==> config.mk <==
export PLATFORM = sky130hd
export DESIGN_NAME = router_sf_param
export DESIGN_NICKNAME = d
export VERILOG_FILES = /design/src/rtl/router_pkg.sv /design/src/rtl/router_cfifo.sv /design/src/rtl/router_sf_param.sv
export SDC_FILE = /design/constraint.sdc
export NUM_CORES = 1
export LEC_CHECK = 0
export CORE_UTILIZATION = 64
export CTS_BUF_LIST = sky130_fd_sc_hd__clkbuf_16
export CTS_CLUSTER_DIAMETER = 100
export DETAILED_ROUTE_END_ITERATION = 6
export DONT_BUFFER_PORTS = 1
export PLACE_DENSITY = 0.8
export SYNTH_ARGS = -nofsm -noshare
export SYNTH_HDL_FRONTEND = slang
export SYNTH_SLANG_ARGS = --single-unit
==> constraint.sdc <==
create_clock -name clk -period 4.4 [get_ports clk]
set_clock_uncertainty 0.15 [all_clocks]
set_input_delay 0.44 -clock clk [delete_from_list [all_inputs] [get_ports clk]]
set_output_delay 0.44 -clock clk [all_outputs]
set_load 0.01 [all_outputs]
==> src/rtl/router_pkg.sv <==
// Shared types and helpers for the store-and-forward router.
// Holds the FSM state encoding and header field sizing.
package router_pkg;

    typedef enum logic [2:0] {
        IDLE,
        WAIT_SPACE,
        LOAD,
        PARITY,
        DROP
    } state_e;

    // Destination field is never narrower than one bit.
    function automatic int dest_w(input int n);
        return (n <= 2) ? 1 : $clog2(n);
    endfunction

endpackage

==> src/rtl/router_cfifo.sv <==
// Commit/rollback channel FIFO with speculative write pointer,
// committed-data visibility and an unread-data timeout flush.
module router_cfifo
    import router_pkg::*;
#(
    parameter int DW      = 8,
    parameter int DEPTH   = 8,
    parameter int TIMEOUT = 30
) (
    input  logic                      clk,
    input  logic                      rst,
    input  logic                      wr_en,
    input  logic [DW-1:0]             wr_data,
    input  logic                      commit,
    input  logic                      rollback,
    input  logic                      rd_en,
    output logic [$clog2(DEPTH):0]    free,
    output logic                      vld,
    output logic [DW-1:0]             dout,
    output logic                      timeout
);

    localparam int AW = $clog2(DEPTH);
    localparam int PW = AW + 1;
    localparam int CW = $clog2(TIMEOUT + 1);
    localparam logic [CW-1:0] TO_LAST = CW'(TIMEOUT - 1);

    logic [DW-1:0] mem_q [DEPTH];
    logic [PW-1:0] wr_q, wr_d;
    logic [PW-1:0] cmt_q, cmt_d;
    logic [PW-1:0] rd_q, rd_d;
    logic [CW-1:0] cnt_q, cnt_d;
    logic          to_q, to_d;

    assign free    = PW'(DEPTH) - (wr_q - rd_q);
    assign vld     = (cmt_q != rd_q);
    assign dout    = vld ? mem_q[rd_q[AW-1:0]] : '0;
    assign timeout = to_q;

    always_comb begin
        wr_d  = wr_q;
        cmt_d = cmt_q;
        rd_d  = rd_q;
        cnt_d = cnt_q;
        to_d  = 1'b0;
        if (wr_en)
            wr_d = wr_q + PW'(1);
        if (commit)
            cmt_d = wr_q;
        if (rollback)
            wr_d = cmt_q;
        // Flush only drops committed bytes; an in-flight packet survives.
        if (!vld || rd_en) begin
            cnt_d = '0;
        end else if (cnt_q == TO_LAST) begin
            cnt_d = '0;
            rd_d  = cmt_q;
            to_d  = 1'b1;
        end else begin
            cnt_d = cnt_q + CW'(1);
        end
        if (rd_en && vld)
            rd_d = rd_q + PW'(1);
    end

    always_ff @(posedge clk) begin
        if (rst) begin
            wr_q  <= '0;
            cmt_q <= '0;
            rd_q  <= '0;
            cnt_q <= '0;
            to_q  <= 1'b0;
        end else begin
            wr_q  <= wr_d;
            cmt_q <= cmt_d;
            rd_q  <= rd_d;
            cnt_q <= cnt_d;
            to_q  <= to_d;
        end
    end

    always_ff @(posedge clk) begin
        if (wr_en)
            mem_q[wr_q[AW-1:0]] <= wr_data;
    end

endmodule

==> src/rtl/router_sf_param.sv <==
// Store-and-forward packet router: header/data/parity input stream
// steered to NUM_CH commit/rollback FIFOs.
module router_sf_param
    import router_pkg::*;
#(
    parameter int NUM_CH  = 3,
    parameter int DW      = 8,
    parameter int DEPTH   = 8,
    parameter int TIMEOUT = 30
) (
    input  logic                 clk,
    input  logic                 rst,
    input  logic                 pkt_valid,
    input  logic [DW-1:0]        data_in,
    output logic                 busy,
    input  logic [NUM_CH-1:0]    rd_en,
    output logic [NUM_CH-1:0]    vld_out,
    output logic [NUM_CH*DW-1:0] data_out,
    output logic                 err,
    output logic                 pkt_ok,
    output logic [NUM_CH-1:0]    timeout
);

    localparam int DEST_W = dest_w(NUM_CH);
    localparam int LW     = DW - DEST_W;
    localparam int PW     = $clog2(DEPTH) + 1;
    localparam int CMPW   = ((LW > PW) ? LW : PW) + 1;

    state_e            state_q, state_d;
    logic [DEST_W-1:0] dest_q, dest_d;
    logic [LW-1:0]     len_q, len_d;
    logic [LW-1:0]     cnt_q, cnt_d;
    logic [DW-1:0]     par_q, par_d;
    logic              err_q, err_d;
    logic              ok_q, ok_d;

    logic [NUM_CH-1:0] wr_en, cmt, rb;
    logic [PW-1:0]     free_w [NUM_CH];
    logic [DEST_W-1:0] hdr_dest;
    logic [LW-1:0]     hdr_len;
    logic [PW-1:0]     hdr_free, sel_free;
    logic              hdr_bad_dest;
    logic [NUM_CH-1:0] dest_oh;

    assign hdr_dest = data_in[DEST_W-1:0];
    assign hdr_len  = data_in[DW-1:DEST_W];
    assign dest_oh  = NUM_CH'(1) << dest_q;
    assign err      = err_q;
    assign pkt_ok   = ok_q;

    // Free-space lookup without indexing past the last channel.
    always_comb begin
        hdr_free     = '0;
        sel_free     = '0;
        hdr_bad_dest = 1'b1;
        for (int i = 0; i < NUM_CH; i++) begin
            if (hdr_dest == DEST_W'(i)) begin
                hdr_free     = free_w[i];
                hdr_bad_dest = 1'b0;
            end
            if (dest_q == DEST_W'(i))
                sel_free = free_w[i];
        end
    end

    always_ff @(posedge clk) begin
        if (rst) begin
            state_q <= IDLE;
            dest_q  <= '0;
            len_q   <= '0;
            cnt_q   <= '0;
            par_q   <= '0;
            err_q   <= 1'b0;
            ok_q    <= 1'b0;
        end else begin
            state_q <= state_d;
            dest_q  <= dest_d;
            len_q   <= len_d;
            cnt_q   <= cnt_d;
            par_q   <= par_d;
            err_q   <= err_d;
            ok_q    <= ok_d;
        end
    end

    always_comb begin
        state_d = state_q;
        dest_d  = dest_q;
        len_d   = len_q;
        cnt_d   = cnt_q;
        par_d   = par_q;
        unique case (state_q)
            IDLE: begin
                if (pkt_valid) begin
                    dest_d = hdr_dest;
                    len_d  = hdr_len;
                    par_d  = data_in;
                    cnt_d  = '0;
                    if (hdr_bad_dest || hdr_len == '0 ||
                        CMPW'(hdr_len) > CMPW'(DEPTH))
                        state_d = DROP;
                    else if (CMPW'(hdr_free) < CMPW'(hdr_len))
                        state_d = WAIT_SPACE;
                    else
                        state_d = LOAD;
                end
            end
            WAIT_SPACE: begin
                if (!pkt_valid)
                    state_d = IDLE;
                else if (CMPW'(sel_free) >= CMPW'(len_q))
                    state_d = LOAD;
            end
            LOAD: begin
                if (!pkt_valid) begin
                    state_d = IDLE;
                end else begin
                    par_d = par_q ^ data_in;
                    cnt_d = cnt_q + LW'(1);
                    if (cnt_q == len_q - LW'(1))
                        state_d = PARITY;
                end
            end
            PARITY: state_d = IDLE;
            DROP: begin
                if (!pkt_valid)
                    state_d = IDLE;
            end
            default: state_d = IDLE;
        endcase
    end

    always_comb begin
        busy  = 1'b0;
        wr_en = '0;
        cmt   = '0;
        rb    = '0;
        err_d = 1'b0;
        ok_d  = 1'b0;
        unique case (state_q)
            IDLE: begin
                if (pkt_valid && (hdr_bad_dest || hdr_len == '0 ||
                    CMPW'(hdr_len) > CMPW'(DEPTH)))
                    err_d = 1'b1;
            end
            WAIT_SPACE: busy = 1'b1;
            LOAD: begin
                if (!pkt_valid) begin
                    rb    = dest_oh;
                    err_d = 1'b1;
                end else begin
                    wr_en = dest_oh;
                end
            end
            PARITY: begin
                if (pkt_valid && data_in == par_q) begin
                    cmt  = dest_oh;
                    ok_d = 1'b1;
                end else begin
                    rb    = dest_oh;
                    err_d = 1'b1;
                end
            end
            DROP: ;
            default: ;
        endcase
    end

    for (genvar g = 0; g < NUM_CH; g++) begin : g_ch
        router_cfifo #(
            .DW      (DW),
            .DEPTH   (DEPTH),
            .TIMEOUT (TIMEOUT)
        ) u_fifo (
            .clk      (clk),
            .rst      (rst),
            .wr_en    (wr_en[g]),
            .wr_data  (data_in),
            .commit   (cmt[g]),
            .rollback (rb[g]),
            .rd_en    (rd_en[g]),
            .free     (free_w[g]),
            .vld      (vld_out[g]),
            .dout     (data_out[g*DW +: DW]),
            .timeout  (timeout[g])
        );
    end

endmodule

# Word level (Yosys, flattened, before mapping)

Memories as Yosys holds them, arrays and structs flattened. A register that Yosys moved wholly into a read port is not among the register bits.
Cells that the tools add are included.

Memories kept: 3
Flip-flop bits (word level): 81
RAM bits: 192

Multiplexer cells: 70
$lt $le $gt $ge: 3
Equality and inequality tests: 24
Shift-type cells: 1
Bitwise logic cells: 2
$add $sub $neg: 17
Reduce and logical (&&, ||, !) cells: 37

Memories:

| name                 | words | bits a word | rd ports | clocked after Yosys merged registers in | write ports | line               | source |
|---|---|---|---|---|---|---|---|
| g_ch[0].u_fifo.mem_q | 8     | 8           | 1        | 1                                       | 1           | router_cfifo.sv:28 | `logic [DW-1:0] mem_q [DEPTH];` |
| g_ch[1].u_fifo.mem_q | 8     | 8           | 1        | 1                                       | 1           | router_cfifo.sv:28 |  |
| g_ch[2].u_fifo.mem_q | 8     | 8           | 1        | 1                                       | 1           | router_cfifo.sv:28 |  |

Operators with widths:

| kind                                                            | count |
|---|---|
| 4-bit 2-to-1 mux                                                | 21 |
| 3-bit 2-to-1 mux                                                | 19 |
| 8-bit 2-to-1 mux                                                | 5 |
| 4-bit by 1-bit adder with 4-bit output, second input constant   | 6 |
| 1-bit 2-to-1 mux                                                | 17 |
| 8-bit one-hot mux with 2 select lines                           | 1 |
| 5-bit by 1-bit adder with 5-bit output, second input constant   | 3 |
| 5-bit == test, second input constant                            | 3 |
| 2-bit nonzero test                                              | 7 |
| 6-bit 2-to-1 mux                                                | 2 |
| 2-bit inequality test, second input constant                    | 6 |
| 4-bit inequality test                                           | 3 |
| 3-bit one-hot mux with 4 select lines                           | 1 |
| 6-bit one-hot mux with 2 select lines                           | 1 |
| 4-bit subtractor                                                | 3 |
| 4-bit subtractor, first input constant                          | 3 |
| 3-bit OR reduction                                              | 3 |
| 8-bit == test                                                   | 1 |
| 2-bit AND reduction                                             | 4 |
| 2-bit OR reduction                                              | 4 |
| 8-bit XOR                                                       | 1 |
| 6-bit by 1-bit adder with 6-bit output, second input constant   | 1 |
| 3-bit by 2-bit == test with 1-bit output, second input constant | 2 |
| 6-bit == test                                                   | 1 |
| 22 further kinds                                                | 36 |

# Depth between registers and ports, before layout

Gate-level depths: netlist of the first run.

Depth after elaboration: 10
Gate-level depth with buffers: 16
Gate-level depth less buffers: 16

# Hierarchy

From an unflattened synthesis of the first run, not the netlist that was laid out.

Cells, all modules: 928
Area total of the unflattened synthesis: 12,727.2 sq um

Modules (own cells, without submodules):

| module          | instances | cells each | sequential area each (sq um) | area an instance (sq um) |
|---|---|---|---|---|
| router_cfifo    | 3         | 228        | 2,342.2                      | 3,606.0 |
| router_sf_param | 1         | 244        | 540.5                        | 1,909.3 |

# Worst setup path before layout of the first run

No wires, ideal clock.

Path kind: reg2reg
Start: register g_ch[0].u_fifo.wr_q[1]
End: register state_q[0]
Data required time: 4.118 ns
Library setup time: 0.132 ns
Arrival time: 2.859 ns
Clock period less this slack: 3.141 ns
Slack: 1.259 ns
Cell stages (with the launch flop): 15
Buffers on the path: 1
Path through: dfxtp_1 clkbuf_1 inv_1 ha_1 ha_1 fa_1 xnor2_1 xnor2_1 o21ai_0 o22ai_1 ha_1 a2111oi_0 o21ai_0 o211ai_1 o22ai_1

Cells in the longest elaborated chain, start to end: 10
Elaborated cells between the ends (all ways): 16
Those cells by class: 2 x add/sub; 2 x order compare; 1 x eq/ne; 10 x mux; 1 x reduce/logical

RTL lines:

| what                                                  | line                   | source |
|---|---|---|
| start, declared                                       | router_cfifo.sv:29     | `logic [PW-1:0] wr_q, wr_d;` |
| start signal, assigned                                | router_cfifo.sv:74     | `wr_q <= wr_d;` |
| 4-bit subtractor (*) (2 in a row)                     | router_cfifo.sv:35     | `assign free = PW'(DEPTH) - (wr_q - rd_q);` |
| 4-bit 2-to-1 mux (3 in a row)                         | router_sf_param.sv:57  | `if (hdr_dest == DEST_W'(i)) begin` |
| 4-bit by 6-bit less-than comparator with 1-bit output | router_sf_param.sv:102 | `else if (CMPW'(hdr_free) < CMPW'(hdr_len))` |
| 2-bit 2-to-1 mux                                      | router_sf_param.sv:102 |  |
| 3-bit 2-to-1 mux                                      | router_sf_param.sv:99  | `if (hdr_bad_dest \|\| hdr_len == '0 \|\|` |
| 3-bit 2-to-1 mux                                      | router_sf_param.sv:94  | `if (pkt_valid) begin` |
| 3-bit one-hot mux with 4 select lines                 | router_sf_param.sv:92  | `unique case (state_q)` |
| end signal, assigned                                  | router_sf_param.sv:76  | `state_q <= state_d;` |
| end, declared                                         | router_sf_param.sv:29  | `state_e state_q, state_d;` |

Every way passes the cells marked *; elsewhere a longest branch is shown, timed or not. The select of a mux whose other input is x is not followed.
A chain may end at the register's enable or synchronous reset.

# Final worst setup path of the first run

Start: register g_ch[1].u_fifo.wr_q[1]
End: register state_q[0]

Cells in the longest elaborated chain, start to end: 9
Elaborated cells between the ends (all ways): 14
Those cells by class: 2 x add/sub; 2 x order compare; 1 x eq/ne; 8 x mux; 1 x reduce/logical

RTL lines:

| what                                                  | line |
|---|---|
| start, declared                                       | router_cfifo.sv:29 |
| start signal, assigned                                | router_cfifo.sv:74 |
| 4-bit subtractor (*) (2 in a row)                     | router_cfifo.sv:35 |
| 4-bit 2-to-1 mux (2 in a row)                         | router_sf_param.sv:57 |
| 4-bit by 6-bit less-than comparator with 1-bit output | router_sf_param.sv:102 |
| 2-bit 2-to-1 mux                                      | router_sf_param.sv:102 |
| 3-bit 2-to-1 mux                                      | router_sf_param.sv:99 |
| 3-bit 2-to-1 mux                                      | router_sf_param.sv:94 |
| 3-bit one-hot mux with 4 select lines                 | router_sf_param.sv:92 |

Marked as above.

==> results.ini, run 1 <==
[cells_and_area]
fin_nets = 1026
nFillCells = 1249
area_delta_synth_final_pct = 9.58
drive_above_1_share_pct = 11.7
diodes = 0

[clock_network]
cts_resized = 0
clk_pin_slew_ns = 0.06
clock_latency_ns = 0.55
cts_root_buffer = clkbuf_16
clockBufferDepth = 3
htreeDepth = 1
tritoncts = built
numCtsBuffers = 28
cts.sinks = 282

[die]
io_pins = 47
die_h_um = 143
initial_utilization_pct = 65.1
die-area_sq_mm = 0.0204
die_w_um = 143
rows = 51
core_area_sq_mm = 0.0195

[job]
drv_cap = 0

[worst_setup_path]
r2r_setup_slack_ns = 0.85
start_kind = flop
critPathKind = reg2reg
rr_endpoint = state_q[0]$_SDFFE_PP0P_
timing.rr.start = g_ch[1].u_fifo.wr_q[1]$_SDFFE_PP0P_
worstPathArrival_ns = 3.82
crit_fanout = 7
cp.required_ns = 4.67
reg2reg_depth = 14
crit_start = g_ch[1].u_fifo.wr_q[1]$_SDFFE_PP0P_
crit_end = state_q[0]$_SDFFE_PP0P_
end_kind = flop

[logic_synthesis]
yosys_most_used_dff = edfxtp_1
yosysWarnings = 0
syn_nets = 1026
ys_ff_latch = 282
synth_area_sq_mm = 0.0127
ys_top_cells_by_area = edfxtp_1 46%, dfxtp_1 14%, mux4_2 8.5%
yosys.area.top_type = edfxtp_1
synth.top_cell.area_share_pct = 45.5
ys_seq_area_share_pct = 59.7
syn_inst = 976
synth_area_per_cell_sq_um = 13.0
synth_cell_types = 59
async_flop_share_pct = 0
synth-edff-count = 192

[timing]
layout_setup_ws_ns = 0.851
worst_pin_slew_ns = 1.25
max_slew_margin_pct = 16.1
fin_crit_ns = 3.55
finalCritPeriodShare_pct = 80.7
rsz0062_at_grt = no
timing.hold.ws_ns = 0.0251
max_freq_mhz = 282
report.final.hold_viol_count = 0
slew_viol_final = 0
finalSetupViolCount = 0
tns_ns = 0

[route]
wirelength_mm = 29.2
via_per_inst = 6.42
drt_iter0_drc = 929
drc = 0
drtAntennaViolNets = 0
firstDrtPassIters = 6
via_count = 8108
avgRoutedWirePerCell_um = 23.1

[pwr]
power_density_mw_per_mm2 = 436
irDropWorstVdd_v = 0.000328
p_leak_nw = 4.51
total_power_w = 0.00605

[place]
port_buffers = 0
post-dp-hpwl_mm = 16.8
gp_congestion = 0.898
post-place-ws_ns = 0.964

[global_route]
overflow = 0
grt_max_degree = 60
grt_pass1_wl_mm = 44.7
grt_pass1_vias = 8046
grt_antenna_before_repair = 0
grt_util_all_layers_pct = 29.6

[min_path]
hold_depth = 2
hold_class = in2reg

[status]
status = completed

==> per-layer routing <==
metal | track usage, % | vias to the layer above | share of wire [%]
met1 | 38.6 | 3928 | 39
met4 | 14.9 | 0 | 4.7
met2 | 47.6 | 425 | 47
met3 | 6.10 | 105 | 9.1
met5 | 0 | - | 0
li1 | - | 3650 | -
==> layout by cell type, fill, tap and decap left out, drive strengths merged, types with 9 or more instances in the layout <==
| cell | count |
|---|---|
| clkinv | 14 |
| xor2 | 13 |
| o21ai | 34 |
| nand2 | 60 |
| dfxtp | 90 |
| edfxtp | 192 |
| nand4 | 14 |
| inv | 45 |
| ha | 33 |
| nor2 | 99 |
| nor3 | 28 |
| mux2i | 40 |
| buf | 18 |
| mux4 | 48 |
| nand3 | 32 |
| o31ai | 10 |
| a21oi | 41 |
| xnor2 | 41 |
| a22oi | 9 |
| clkbuf | 28 |
==> Yosys cell counts (all sizes together) (3+ instances only) <==
library cell  instances
mux4                 48
o31ai                10
ha                   33
a22oi                 9
clkbuf               36
o211ai                8
nor2                 99
nand2b                5
nor2b                 7
xnor2                41
or4                   4
mux2                  6
nor4                  4
a31oi                 6
and4                  5
a21oi                41
or2                   4
mux2i                40
buf                  20
and2                  4
nor3                 28
nand2                60
fa                    3
edfxtp              192
nand3                32
xor2                 13
nand3b                3
o21ai                34
a211oi                5
nand4bb               4
nand4                14
inv                  36
dfxtp                90
==> timing repair <==
action                                 4_1_cts  5_1_grt
hold buffers                                12        0
endpoints found under the hold margin      262        0
buffers inserted                             0        0
==> worst min path at each step <==
stage                                                      end                                from
after detailed placement    g_ch[1].u_fifo.cnt_q[0]$_SDFF_PP0_  g_ch[1].u_fifo.cnt_q[0]$_SDFF_PP0_
after global placement      g_ch[0].u_fifo.cnt_q[0]$_SDFF_PP0_  g_ch[0].u_fifo.cnt_q[0]$_SDFF_PP0_
after floorplan             g_ch[0].u_fifo.cnt_q[0]$_SDFF_PP0_  g_ch[0].u_fifo.cnt_q[0]$_SDFF_PP0_
after global routing      g_ch[2].u_fifo.mem_q[1][2]$_DFFE_PP_                          data_in[2]
after CTS                    g_ch[1].u_fifo.timeout$_SDFF_PP0_                            rd_en[1]
final                       g_ch[1].u_fifo.cnt_q[1]$_SDFF_PP0_                            rd_en[1]
==> worst max-delay path, cell delays in order (launching register included) <==
cell,delay [ns]
dfxtp_1,0.45
inv_1,0.12
ha_1,0.29
ha_1,0.21
fa_1,0.37
xnor2_1,0.22
xnor2_1,0.18
nand2_1,0.07
o21ai_0,0.12
o22ai_1,0.12
ha_1,0.22
a2111oi_0,0.35
o21ai_0,0.26
o211ai_1,0.18
o22ai_1,0.12
==> kinds of logic (layout without fill, tap and decap cells) <==
kind of cell | Yosys count | after routing | synth area share, %
mux | 94 | 94 | 12.2
xor+xnor | 54 | 54 | 3.73
fa+ha+maj | 36 | 36 | 3.73
compound gates | 135 | 135 | 6.83
simple gates | 282 | 282 | 10.7
flops | 282 | 282 | 59.7
buf+inv | 93 | 115 | 2.99
==> state kept, by name, indices dropped and copies added, names as in the netlist, named ones only <==
register	count
g_ch.u_fifo.mem_q	192
g_ch.u_fifo.cnt_q	15
g_ch.u_fifo.cmt_q	12
g_ch.u_fifo.rd_q	12
g_ch.u_fifo.wr_q	12
par_q	8
cnt_q	6
len_q	6
g_ch.u_fifo.timeout	3
state_q	3
dest_q	2
err	1
pkt_ok	1
==> where the power goes <==
part,internal (W),switching [W]
combinational,0.000391,0.000453
sequential,0.00288,0.000161
clock,0.00121,0.000965
total,0.00447,0.00158
==> cell type report <==
type / instances / area, sq um / share of cell area, %
Inverter: 37 / 139 / 1.00
Clock inverter: 24 / 136 / 0.983
Tap cell: 265 / 332 / 2.39
Clock buffer: 28 / 701 / 5.05
Timing Repair Buffer: 26 / 273 / 1.97
Multi-Input combinational cell: 601 / 4730 / 34.1
Sequential cell: 282 / 7570 / 54.5
==> per-stage QoR <==
stage / instances / util [%] / instance area (sq um)
after floorplan: 976 / - / 12700
after global placement: 1199 / 66.2 / 12900
after detailed placement: 1199 / 66.2 / 12900
after CTS: 1263 / 71.3 / 13900
after global routing: 1263 / 71.3 / 13900
final: 1263 / 71.3 / 13900
Note: power is estimated with default switching activity, not from simulation.
==> inputs of run 2 (changes only) <==
==> constraint.sdc (replaced) <==
create_clock -name clk -period 3.3 [get_ports clk]
set_clock_uncertainty 0.15 [all_clocks]
set_input_delay 0.33 -clock clk [delete_from_list [all_inputs] [get_ports clk]]
set_output_delay 0.33 -clock clk [all_outputs]
set_load 0.01 [all_outputs]
==> results.ini, run 2 (synthesis results as in run 1) <==
[pwr]
switching_share_pct = 26.1  ; about the same
power_frac_seq_pct = 46.6  ; -3.6 points
p_int_w = 0.00626  ; +40%
power_density_mw_per_mm2 = 584  ; +34%
irDropWorstVdd_v = 0.000438  ; +33%
pwr-share-clk_pct = 37.9  ; +2.0 points
pwr-share-comb_pct = 15.4  ; +1.5 points
switchingPower_w = 0.00221  ; +40%
p_leak_nw = 4.83  ; +7.0%

[clock_network]
cts.sinks = 282  ; unchanged
htreeDepth = 1  ; unchanged
tritoncts = built
clk_pin_slew_ns = 0.07  ; about the same
clockBufferDepth = 3  ; unchanged
cts_root_buffer = clkbuf_16
clock_latency_ns = 0.56  ; about the same
numCtsBuffers = 29  ; +3.6%

[worst_setup_path]
cp.required_ns = 3.60  ; -1.07 ns
crit_fanout = 14  ; +7
end_kind = flop
crit_family = simple AND/OR/NAND/NOR gates
cp_cell_sequence = nand2b_1, or2_2, nand4bb_1, o31ai_1, a21oi_1, dlygate4sd3_1
max_stage_delay_ns = 0.63  ; +0.18 ns
worst-path-buf-inv = 1  ; unchanged
critPathKind = reg2reg
worstPathArrival_ns = 3.51  ; -0.31 ns
start_kind = flop
slowest_stage = nand4bb_1

[cells_and_area]
final_common_cell = edfxtp_1
fin_cells = 1316  ; +4.2%
area_delta_synth_final_pct = 14.4
layout_common_cells = 192 x edfxtp_1, 99 x nor2_1, 90 x dfxtp_1
final_util_pct = 74.4  ; +3.1 points
largest_reg_flops = 192  ; unchanged
drive_above_1_share_pct = 16.1  ; +4.4 points
fin_nets = 1077  ; +5.0%
final_area_sq_mm = 0.0145  ; +4.4%
nFillCells = 1187  ; -5.0%

[global_route]
overflow = 0  ; unchanged
busiest_layer = met2
grt_pass1_wl_mm = 45.3  ; +1.4%
grt_antenna_before_repair = 0  ; unchanged
use_met1_pct = 40.3  ; +1.8 points
grt_max_degree = 62  ; +3.3%
grt_pass1_vias = 8130  ; +1.0%
grt_util_met3_pct = 4.86  ; -1.2 points
use_met2_pct = 48.9  ; +1.3 points
grt_util_all_layers_pct = 29.9  ; +0.25 points

[timing]
worst_pin_slew_ns = 1.22  ; -0.0387 ns
max_freq_mhz = 311  ; +11%
fin_crit_ns = 3.21  ; -0.338 ns
finalCritPeriodShare_pct = 97.3  ; +17 points
slew_viol_final = 0  ; unchanged
max_slew_margin_pct = 18.7  ; +2.6 points
report.final.hold_viol_count = 0  ; unchanged
timing.hold.ws_ns = 0.0331  ; +0.00802 ns
layout_setup_ws_ns = 0.0894  ; -0.762 ns
finalSetupViolCount = 0  ; unchanged

[die]
io_pins = 47  ; unchanged
core_area_sq_mm = 0.0195  ; unchanged
die-area_sq_mm = 0.0204  ; unchanged
die_h_um = 143  ; unchanged
initial_utilization_pct = 65.1  ; unchanged
die_w_um = 143  ; unchanged
rows = 51  ; unchanged

[place]
placedCellCount = 1231  ; +2.7%
post-dp-hpwl_mm = 16.9  ; +0.54%
post-place-ws_ns = 0.0958  ; -0.868 ns
port_buffers = 0  ; unchanged
place_area_sq_mm = 0.0131  ; +1.9%
gp_congestion = 0.899  ; about the same

[route]
drc = 0  ; unchanged
wirelength_mm = 29.5  ; +1.2%
firstDrtPassIters = 5  ; -1
avgRoutedWirePerCell_um = 22.4  ; -2.9%
via_count = 8405  ; +3.7%
via_per_inst = 6.39  ; -0.51%
drt_iter0_drc = 1015  ; +9.3%
drtAntennaViolNets = 0  ; unchanged

[min_path]
hold_class = in2reg

[job]
drv_cap = 0  ; unchanged

[status]
status = completed

## run 2: cell types whose count changed in the layout (fill, tap and decap cells not counted), sizes merged
cell         previous run  this run
bufinv                  1         3
clkinv                 14        13
diode                   0         1
dlygate4sd3             8        22
clkinvlp                1         3
buf                    18        54
inv                    45        43
clkbuf                 28        29
## run 2: worst reg2reg max path, stage by stage, from the launching register on
cell and delay, ns:
dfxtp_1 0.49, nand2b_1 0.35, or2_2 0.35, nand4bb_1 0.63, o31ai_1 0.46, a21oi_1 0.11, dlygate4sd3_1 0.56
## run 2: stage by stage
step | TNS [ns] | power (W)
floorplan | 0 | 0.00496
global placement | 0 | 0.00515
detailed placement | 0 | 0.00518
CTS | 0 | 0.00847
global route | -0.0375 | 0.00877
finish | 0 | 0.00847
## run 2: per-layer routing
layer,wire (um),up-vias
li1,-,3759
met1,11600,4098
met2,14200,461
met3,2670,87
met4,1000,0
met5,0,-
## run 2: path summary, 6_finish.rpt
| kind | start | end | slack, ns | depth (start not counted) |
|---|---|---|---|---|
| setup / recovery | state_q[2]$_SDFFE_PP0P_ | g_ch[1].u_fifo.cmt_q[0]$_SDFFE_PP0P_ | 0.09 | 6 |
| hold / removal | pkt_valid | g_ch[0].u_fifo.wr_q[1]$_SDFFE_PP0P_ | 0.03 | 4 |
| setup reg to reg | state_q[2]$_SDFFE_PP0P_ | g_ch[1].u_fifo.cmt_q[0]$_SDFFE_PP0P_ | 0.09 | 6 |
| hold reg to reg | g_ch[2].u_fifo.cnt_q[0]$_SDFF_PP0_ | g_ch[2].u_fifo.cnt_q[0]$_SDFF_PP0_ | 0.32 | 1 |
## run 2: cell type report
| cell class | instances | area [sq um] | area share [%] |
|---|---|---|---|
| sequential | 282 | 7570 | 52.2 |
| multi-input combinational | 601 | 4780 | 33.0 |
| clock buffer | 29 | 726 | 5.01 |
| timing repair buffer | 76 | 721 | 4.97 |
| tap | 265 | 332 | 2.29 |
| clock inverter | 25 | 216 | 1.49 |
| inverter | 37 | 139 | 0.959 |
| antenna | 1 | 2.50 | 0.0173 |
## run 2: repair_timing
item                                    in CTS  in global routing
buffers inserted                             0                  1
hold buffers                                29                  0
endpoints found under the setup margin       0                  3
gates resized for setup                      0                 14
hold endpoints to repair                   278                  0
## run 2: power groups by stage
| stage | clock network [W] | logic (W) | registers (W) |
|---|---|---|---|
| 6_report | 0.00321 | 0.00130 | 0.00395 |
| 5_1_grt | 0.00339 | 0.00143 | 0.00396 |
| 4_1_cts | 0.00325 | 0.00127 | 0.00395 |
| 3_5_place_dp | 0 | 0.00116 | 0.00403 |
| 3_3_place_gp | 0 | 0.00113 | 0.00402 |
| 2_1_floorplan | 0 | 0.00100 | 0.00396 |
